<file path="config.mk">
export PLATFORM = sky130hd
export DESIGN_NAME = psum_acc_ctrl
export DESIGN_NICKNAME = d
export VERILOG_FILES = /design/src/rtl/dcim_acc_pkg.sv /design/src/rtl/add.sv /design/src/rtl/psum_acc_ctrl.sv
export SDC_FILE = /design/constraint.sdc
export NUM_CORES = 1
export LEC_CHECK = 0
export CAP_MARGIN = 25
export CORE_MARGIN = 8
export CORE_UTILIZATION = 57
export DETAILED_ROUTE_END_ITERATION = 8
export GPL_ROUTABILITY_DRIVEN = 0
export PLACE_DENSITY = 0.87
export SLEW_MARGIN = 0
export SYNTH_ARGS = -nofsm -noshare
export SYNTH_HDL_FRONTEND = slang
export SYNTH_SLANG_ARGS = --single-unit
</file>
<file path="constraint.sdc">
create_clock -name clk -period 8.3 [get_ports clk]
set_input_delay 1.66 -clock clk [delete_from_list [all_inputs] [get_ports clk]]
set_output_delay 1.66 -clock clk [all_outputs]
set_load 0.02 [all_outputs]
</file>
<file path="src/rtl/dcim_acc_pkg.sv">
// Shared types, default parameters and overflow detection for the
// partial-sum accumulation controller.
package dcim_acc_pkg;

    localparam int IN_W_DEF    = 12;
    localparam int ACC_W_DEF   = 20;
    localparam int MAX_LEN_DEF = 256;

    typedef enum logic [1:0] {
        IDLE = 2'd0,
        ACC  = 2'd1,
        DONE = 2'd2
    } acc_state_e;

    // Overflow from a (W+1)-bit adder result: the carry out for unsigned
    // operands, disagreement of the two top bits for signed operands.
    function automatic logic ovf_detect(input logic sus,
                                        input logic sum_top,
                                        input logic sum_msb);
        return sus ? (sum_top ^ sum_msb) : sum_top;
    endfunction

endpackage

</file>
<file path="src/rtl/add.sv">
// WIDTH-bit adder with one extra result bit. With sus = 1 both operands are
// treated as two's complement and sign-extended; otherwise zero-extended.
module add #(
    parameter int WIDTH = 20
) (
    input  logic [WIDTH-1:0] a,
    input  logic [WIDTH-1:0] b,
    input  logic             sus,
    output logic [WIDTH:0]   sum
);

    logic a_ext;
    logic b_ext;

    // Extension bits select signed or unsigned interpretation.
    always_comb begin
        a_ext = sus & a[WIDTH-1];
        b_ext = sus & b[WIDTH-1];
        sum   = {a_ext, a} + {b_ext, b};
    end

endmodule

</file>
<file path="src/rtl/psum_acc_ctrl.sv">
// Accumulates a stream of IN_W-bit partial sums into one ACC_W-bit result per
// group using a single shared adder. Handshakes: a beat transfers on a cycle
// where in_valid && in_ready; a result transfers on a cycle where
// out_valid && out_ready. in_ready depends only on the controller state.
module psum_acc_ctrl
    import dcim_acc_pkg::*;
#(
    parameter int  IN_W    = IN_W_DEF,
    parameter int  ACC_W   = ACC_W_DEF,
    parameter int  MAX_LEN = MAX_LEN_DEF,
    localparam int CNT_W   = $clog2(MAX_LEN + 1)
) (
    input  logic             clk,
    input  logic             rst,
    input  logic             sus,
    input  logic             in_valid,
    output logic             in_ready,
    input  logic [IN_W-1:0]  in_data,
    input  logic             in_last,
    output logic             out_valid,
    input  logic             out_ready,
    output logic [ACC_W-1:0] out_sum,
    output logic [CNT_W-1:0] out_cnt,
    output logic             out_ovf,
    output logic             out_trunc
);

    acc_state_e       state_q, state_d;
    logic [ACC_W-1:0] acc_q, acc_d;
    logic [CNT_W-1:0] cnt_q, cnt_d;
    logic             sus_q, sus_d;
    logic             ovf_q, ovf_d;
    logic             trunc_q, trunc_d;

    logic             sus_eff;
    logic [ACC_W-1:0] add_a;
    logic [ACC_W-1:0] add_b;
    logic [ACC_W:0]   add_sum;
    logic             ovf;
    logic [CNT_W-1:0] cnt_next;

    // Operand selection: a new group starts from zero, mode is taken live
    // on the first beat and from the latched copy afterwards.
    always_comb begin
        sus_eff  = (state_q == IDLE) ? sus : sus_q;
        add_a    = (state_q == ACC) ? acc_q : '0;
        add_b    = {{(ACC_W-IN_W){sus_eff & in_data[IN_W-1]}}, in_data};
        cnt_next = (state_q == IDLE) ? CNT_W'(1) : cnt_q + CNT_W'(1);
        ovf      = ovf_detect(sus_eff, add_sum[ACC_W], add_sum[ACC_W-1]);
    end

    add #(.WIDTH(ACC_W)) u_add (
        .a   (add_a),
        .b   (add_b),
        .sus (sus_eff),
        .sum (add_sum)
    );

    // Next-state, datapath updates and handshake outputs.
    always_comb begin
        state_d   = state_q;
        acc_d     = acc_q;
        cnt_d     = cnt_q;
        sus_d     = sus_q;
        ovf_d     = ovf_q;
        trunc_d   = trunc_q;
        in_ready  = 1'b0;
        out_valid = 1'b0;
        case (state_q)
            IDLE, ACC: begin
                in_ready = 1'b1;
                if (in_valid) begin
                    acc_d = add_sum[ACC_W-1:0];
                    cnt_d = cnt_next;
                    if (state_q == IDLE) begin
                        sus_d = sus;
                        ovf_d = ovf;
                    end else begin
                        ovf_d = ovf_q | ovf;
                    end
                    if (in_last || (cnt_next == CNT_W'(MAX_LEN))) begin
                        state_d = DONE;
                        trunc_d = ~in_last;
                    end else begin
                        state_d = ACC;
                        trunc_d = 1'b0;
                    end
                end
            end
            DONE: begin
                out_valid = 1'b1;
                if (out_ready) begin
                    state_d = IDLE;
                end
            end
            default: begin
                state_d = IDLE;
            end
        endcase
    end

    // State and result registers; reset abandons any partial group.
    always_ff @(posedge clk) begin
        if (rst) begin
            state_q <= IDLE;
            acc_q   <= '0;
            cnt_q   <= '0;
            sus_q   <= 1'b0;
            ovf_q   <= 1'b0;
            trunc_q <= 1'b0;
        end else begin
            state_q <= state_d;
            acc_q   <= acc_d;
            cnt_q   <= cnt_d;
            sus_q   <= sus_d;
            ovf_q   <= ovf_d;
            trunc_q <= trunc_d;
        end
    end

    assign out_sum   = acc_q;
    assign out_cnt   = cnt_q;
    assign out_ovf   = ovf_q;
    assign out_trunc = trunc_q;

endmodule

</file>
After elaboration in Yosys (flattened, before gate mapping)
Index checks and enable logic that the tools add are counted.
Storage, ports and cells
  flip-flop bits (word level): 34
  input port bits: 18
  output and inout port bits: 33
  word-level logic and storage cells: 36
Cells by class
  add/subtract/negate cells: 2
  equality and inequality tests: 5
  muxes and demuxes: 12
  bitwise logic cells: 6
  reduce and logical (&&, ||, !) cells: 5
Operator list (count)
  21-bit adder: 1
  20-bit two-way mux: 1
  9-bit by 1-bit adder with 9-bit output, second input constant: 1
  9-bit equality test, second input constant: 1
  9-bit two-way mux: 1
  1-bit two-way mux: 6
  2-bit two-way mux: 3
  2-bit != test, second input constant: 2
  2-bit case mux with 2 select lines: 1
  2-bit AND reduction: 2
  1-bit AND: 3
  2-bit by 1-bit equality test with 1-bit output, second input constant: 1
  2-bit equality test, second input constant: 1
  2-bit logical NOT: 1
  2-bit OR reduction: 1
  1-bit logical OR: 1
  1-bit inverter: 1
  1-bit OR: 1
  1-bit XOR: 1

Logic depth before layout (Yosys ltp)
Gate-level depths: netlist (run 1).
  word-level depth: 9
  depth in mapped cells: 17
  mapped depth without buffers: 13

Cells and area by module
A second synthesis (run 1) with hierarchy kept.
Second synthesis, totals
  cell total of the unflattened synthesis: 354
  area, all modules: 2653.8 sq um
Modules (own cells, without submodules)
  psum_acc_ctrl: times used 1, cells each 216, area each 1650.3 sq um, seq. area each 680.7 sq um
  add: times used 1, cells each 138, area each 1003.5 sq um, seq. area each 0.0 sq um

Least setup slack after synthesis (run 1)
Ideal clock, no wire load.
  kind: in2reg
  start point: input sus
  end point: register acc_q[18], in the netlist out_sum[18]
  setup time: 128 ps
  arrival: 3664 ps
  data required time: 8172 ps
  setup slack: 4509 ps
  cell stages on the path: 13
  path buffers: 1
  path through: mux2i_1 nand2b_1 buf_6 inv_8 ha_1 a21oi_1 nand2b_1 a311o_1 o221a_4 xnor2_2 o21ai_1 a22oi_1 nor2_1
Between the ends
  word-level cells in the longest chain between the ends: 3
Ends and longest elaborated chain
  from (decl): line psum_acc_ctrl.sv:15  | input logic sus,
  1-bit two-way mux
  1-bit AND: line psum_acc_ctrl.sv:47  | add_b = {{(ACC_W-IN_W){sus_eff & in_data[IN_W-1]}}, in_data};
  21-bit adder: line add.sv:19  | sum = {a_ext, a} + {b_ext, b};
  to (signal assigned): line psum_acc_ctrl.sv:106  | acc_q <= '0;
  to (signal assigned): line psum_acc_ctrl.sv:113  | acc_q <= acc_d;
  to (decl): line psum_acc_ctrl.sv:29  | logic [ACC_W-1:0] acc_q, acc_d;
Every way passes these cells.
A chain may end at the register's enable or synchronous reset.

Final worst setup path (run 1)
Ends and elaborated chain as after synthesis.

==> results of run 1 <==
## logic make-up (layout without fill, tap and decap cells)
kind of cell             Yosys count  after routing  synth area share
multiplexers                       4              4           0.01516
buffers and inverters             21             64           0.03837
XOR/XNOR                          20             20           0.06916
AND/OR/NAND/NOR                  143            143            0.2662
adder cells (fa/ha/maj)           19             19           0.09285
flip-flops                        34             34            0.2577
AO/OA/AOI/OAI                    107            107            0.2605
## final cells by class
class,instances,area [sq um],share of cell area
Timing Repair Buffer,53,523.0,0.1614
Sequential cell,34,680.7,0.2100
Inverter,3,18.77,0.005792
Multi-Input combinational cell,293,1862,0.5745
Clock inverter,1,5.005,0.001544
Tap cell,52,65.06,0.02008
Clock buffer,7,86.33,0.02664
## layer usage
layer,global-route usage,vias to the layer above,part of all wire
met2,0.3364,95,0.49
met5,0,-,0
met3,0.05566,12,0.066
met1,0.2117,1284,0.43
met4,0.06279,0,0.014
li1,-,1341,-
## state kept, by name (all words and copies together), names as in the netlist
| name | count |
|---|---|
| state_q | 2 |
| out_trunc | 1 |
| out_ovf | 1 |
| out_cnt | 9 |
| out_sum | 20 |
| sus_q | 1 |
## final timing paths
| path | slack, ns | start | endpoint | cells past startpoint |
|---|---|---|---|---|
| hold reg to reg | 0.46 | out_trunc | out_trunc | 2 |
| hold / removal | 0.46 | out_trunc | out_trunc | 2 |
| setup reg to reg | 4.81 | state_q[0] | out_sum[12] | 14 |
| setup / recovery | 3.86 | sus | out_sum[18] | 13 |
## per-stage QoR
step | setup slack, ns | power [mW] | util
2_1_floorplan | 4.509 | 0.2437 | -
3_3_place_gp | 3.756 | 0.2764 | 0.7134
3_5_place_dp | 3.632 | 0.2788 | 0.7134
4_1_cts | 3.883 | 0.4059 | 0.7341
5_1_grt | 3.688 | 0.4260 | 0.7341
6_report | 3.865 | 0.4040 | 0.7341
## layout by cell type (no fill, tap or decap), drive strengths merged, types with 3 or more instances in the layout
| cell | Yosys | final |
|---|---|---|
| nor4 | 3 | 3 |
| nand4 | 5 | 5 |
| a21o | 6 | 6 |
| a31oi | 7 | 7 |
| xnor2 | 12 | 12 |
| mux2i | 4 | 4 |
| nor2 | 28 | 28 |
| nand2 | 53 | 53 |
| and2 | 16 | 16 |
| nand3 | 9 | 9 |
| dfxtp | 34 | 34 |
| xor2 | 8 | 8 |
| o21a | 4 | 4 |
| a21oi | 38 | 38 |
| clkdlybuf4s50 | 0 | 50 |
| a22oi | 5 | 5 |
| nand2b | 5 | 5 |
| a211oi | 6 | 6 |
| clkbuf | 16 | 7 |
| ha | 18 | 18 |
| nor3 | 4 | 4 |
| nand3b | 3 | 3 |
| o211ai | 3 | 3 |
| buf | 2 | 3 |
| nor2b | 3 | 3 |
| nor3b | 4 | 4 |
| o21ai | 23 | 23 |
| and3 | 5 | 5 |
## power by group
part | switching (mW) | internal, mW | leakage, nW | total, mW
Sequential | 0.00898 | 0.171 | 0.278 | 0.180
Combinational | 0.0537 | 0.0427 | 0.992 | 0.0964
Clock | 0.0609 | 0.0669 | 0.0482 | 0.128
## worst max-delay path, stage by stage
cell and delay, ns:
clkdlybuf4s50_1 0.46, mux2i_1 0.20, nand2b_1 0.44, inv_8 0.09
ha_1 0.35, a21oi_1 0.32, nand2b_1 0.09, a311o_1 0.33
o221a_4 0.23, xnor2_2 0.14, o21ai_1 0.08, a22oi_1 0.17
nor2_1 0.05
==> results_dict.tcl, run 1 <==
set metrics [dict create \
    fp.dieH_um 84.07 \
    vias 2732 \
    worst-path-max-fanout 12 \
    root_buffer "clkbuf_8" \
    cts_buffer_depth 2 \
    end_kind "flip-flop" \
    worst_pin_slew_ns 1.004 \
    die_x_um 84.07 \
    finalSetupViolCount 0 \
    synth_commonest_cells "53 x nand2_1, 38 x a21oi_1, 34 x dfxtp_1, 27 x nor2_1" \
    ys_warn_count 0 \
    yosysTopAreaCell "dfxtp_1" \
    grt_pass1_wl_um 11700 \
    critPathArrivalTime_ns 4.61 \
    crit_required_ns 8.47 \
    cts_tree "yes" \
    slew_headroom 0.3294 \
    setup_tns_ns 0 \
    grt_util_all_layers 0.1909 \
    synth_cells 348 \
    overflow 0 \
    synth.most_common_cell "nand2_1" \
    core_sq_um 4414 \
    final_nets 427 \
    vias_per_cell 6.167 \
    synth_top_area_share 0.2577 \
    io_buffers 50 \
    dp.cells 435 \
    clkLatencyLatePin_ns 0.29 \
    yosysSeqAreaShare 0.2577 \
    wirelength_um 6911 \
    antenna_found_initial 0 \
    cts_resized 0 \
    io_pins 51 \
    ys_ff_latch 34 \
    cellPowerDensity_nw_per_um2 124.7 \
    post_cts_buffers 0 \
    drive_gt1_frac 0.05115 \
    initial_core_util 0.5984 \
    antenna_left 0 \
    synth_cell_types 54 \
    clk_pin_slew_worst_paths_ns 0.08 \
    skew_ns 0.01064 \
    die_area_sq_um 7068 \
    synth-async-reset-ratio 0 \
    grt_pass1_vias 2570 \
    cts.sinks 34 \
    max_clock_freq_mhz 225.5 \
    min_path_type "flip-flop to flip-flop" \
    irDropWorstVdd_uv 92.25 \
    p_leak_nw 1.317 \
    numCtsBuffers 5 \
    drt-pass1-iter-count 5 \
    remaining_drc_errors 0 \
    cts_hold_buffers 0 \
    htreeDepth 2 \
    wl_per_cell_um 15.60 \
    synth_enable_flop_cells 0 \
    slew_viol_final 0 \
    first_iter_violations 271 \
    cp-start-kind "input pin" \
    outcome "complete, no violations" \
    fin_area_sq_um 3241 \
    synth-main-ff-cell "dfxtp_1" \
    rows 24 \
    areaGrowthSynthToFinish_pct 22.69 \
    finalHoldViolations 0 \
    syn_area_per_cell_sq_um 7.590 \
    grt_setup_unrepaired "no" \
    synth_area_sq_um 2641 \
    syn_nets 385 \
    placed_area_sq_um 3149 \
    synth.top_cells.by_area "dfxtp_1 26%, ha_1 8.5%, nand2_1 7.5%" \
    fin_crit_ns 4.435 \
    drv_cap 0 \
    fin_cells 443 \
    period_share 0.5344 \
    worst-setup-path-type "input pin to flip-flop" \
    insertedDiodeCount 0 \
    fillers 347 \
    hpwl_um 4914 \
    whs_ns 0.4605 \
    grt_max_degree 37 \
]
(Power assumes the default switching activity.)
==> run 2: changes to the inputs <==
CORE_UTILIZATION = 47   (was 57)
PLACE_DENSITY = 0.76   (was 0.87)
clock period = 3.83 ns   (was 8.3 ns; I/O delays follow)
==> results_dict.tcl, run 2 (synthesized netlist as in run 1, its figures left out) <==
set metrics [dict create \
    rows 27 \
    cp-start-kind "flip-flop" \
    grt_pass1_vias 2595 \
    min_path_type "flip-flop to flip-flop" \
    grt_util_all_layers 0.1674 \
    final_common_cell "nand2_1" \
    areaGrowthSynthToFinish_pct 26.05 \
    drive_gt1_frac 0.06801 \
    cts_buffer_depth 2 \
    die_area_sq_um 8275 \
    multi_input_area_sq_um 1862 \
    io_buffers 50 \
    cts_resized 0 \
    clkLatencyLatePin_ns 0.29 \
    cellPowerDensity_nw_per_um2 276.6 \
    end_kind "flip-flop" \
    core_sq_um 5473 \
    setup_tns_ns 0 \
    crit_required_ns 3.97 \
    initial_core_util 0.4826 \
    skew_ns 0.003809 \
    slew_headroom 0.4019 \
    grt_max_degree 28 \
    fillers 528 \
    p_leak_nw 1.356 \
    post_cts_buffers 0 \
    root_buffer "clkbuf_8" \
    remaining_drc_errors 0 \
    drt-pass1-iter-count 4 \
    worst-path-max-fanout 10 \
    slew_viol_final 0 \
    die_x_um 90.97 \
    htreeDepth 2 \
    drv_cap 0 \
    worst-setup-path-type "flip-flop to flip-flop" \
    grt_setup_unrepaired "no" \
    cts_hold_buffers 0 \
    io_pins 51 \
    antenna_found_initial 0 \
    largest_register_ffs 20 \
    antenna_left 0 \
    clk_pin_slew_worst_paths_ns 0.07 \
    final_nets 433 \
    wirelength_um 6866 \
    finalHoldViolations 0 \
    period_share 0.8499 \
    hpwl_um 5035 \
    vias_per_cell 5.559 \
    wl_per_cell_um 14.64 \
    final_cell_mix "53 x nand2_1, 50 x clkdlybuf4s50_1, 38 x a21oi_1" \
    worst_pin_slew_ns 0.8944 \
    p_total_uw 920.9 \
    critPathArrivalTime_ns 3.40 \
    vias 2607 \
    first_iter_violations 142 \
    seqCellArea_sq_um 680.7 \
    fin_crit_ns 3.255 \
    outcome "complete, no violations" \
    cts.sinks 34 \
    insertedDiodeCount 0 \
    overflow 0 \
    max_clock_freq_mhz 307.2 \
    fp.dieH_um 90.97 \
    finalSetupViolCount 0 \
    numCtsBuffers 5 \
    grt_pass1_wl_um 11920 \
    cts_tree "yes" \
    irDropWorstVdd_uv 167.8 \
]
[run 2: cell types whose count changed in the layout (fill, tap and decap cells not counted)]
cell / change
buf_4: +6
clkbuf_1: -1
clkbuf_8: +2
clkinv_2: -1
[run 2: worst paths after layout]
check	from	to	slack, ns	depth (start not counted)
worst max-delay path	state_q[0]	out_sum[12]	0.57	14
worst min-delay path	out_trunc	out_trunc	0.46	2
worst max register to register	state_q[0]	out_sum[12]	0.57	14
worst min register to register	out_trunc	out_trunc	0.46	2
[run 2: report_power, final]
group	internal, mW	switching, mW	total, mW	leakage [nW]
clock network	0.182	0.136	0.318	0.0575
registers	0.370	0.0196	0.390	0.278
logic	0.0971	0.117	0.214	1.02
[run 2: routing by layer]
layer / wire length, um / GRT usage / part of all wire / up-vias
li1: - / - / - / 1351
met1: 3299 / 0.2067 / 0.48 / 1192
met4: 81 / 0.06139 / 0.012 / 0
met5: 0 / 0 / 0 / -
met2: 3163 / 0.2745 / 0.46 / 56
met3: 322 / 0.04198 / 0.047 / 8
[run 2: area by class of cell]
type,count,share of cell area
Timing Repair Buffer,59,0.1706
Inverter,3,0.005637
Tap cell,72,0.02706
Multi-Input combinational cell,293,0.5592
Clock buffer,8,0.03307
Sequential cell,34,0.2044
[run 2: stage by stage]
step / cells / cell area [sq um] / setup WS, ns / hold slack, ns / utilization
2_1_floorplan: 348 / 2641 / 0.4911 / 0.4870 / -
3_3_place_gp: 461 / 3219 / 0.3707 / 0.4453 / 0.5882
3_5_place_dp: 461 / 3219 / 0.3087 / 0.4499 / 0.5882
4_1_cts: 469 / 3329 / 0.5998 / 0.4652 / 0.6084
5_1_grt: 469 / 3329 / 0.3395 / 0.4819 / 0.6084
6_report: 469 / 3329 / 0.5747 / 0.4593 / 0.6084
[run 2: worst max-delay path, stage by stage (launching register included)]
cell      delay (ns)
dfxtp_1         0.42
nor2b_1         0.18
buf_4           0.17
and2_1          0.16
ha_1            0.21
fa_1            0.43
a211oi_1        0.26
o21ai_0         0.19
a31o_2          0.28
a21o_1          0.18
a21oi_1         0.24
o21bai_1        0.11
xor2_1          0.14
nand2_1         0.07
a21oi_1         0.06
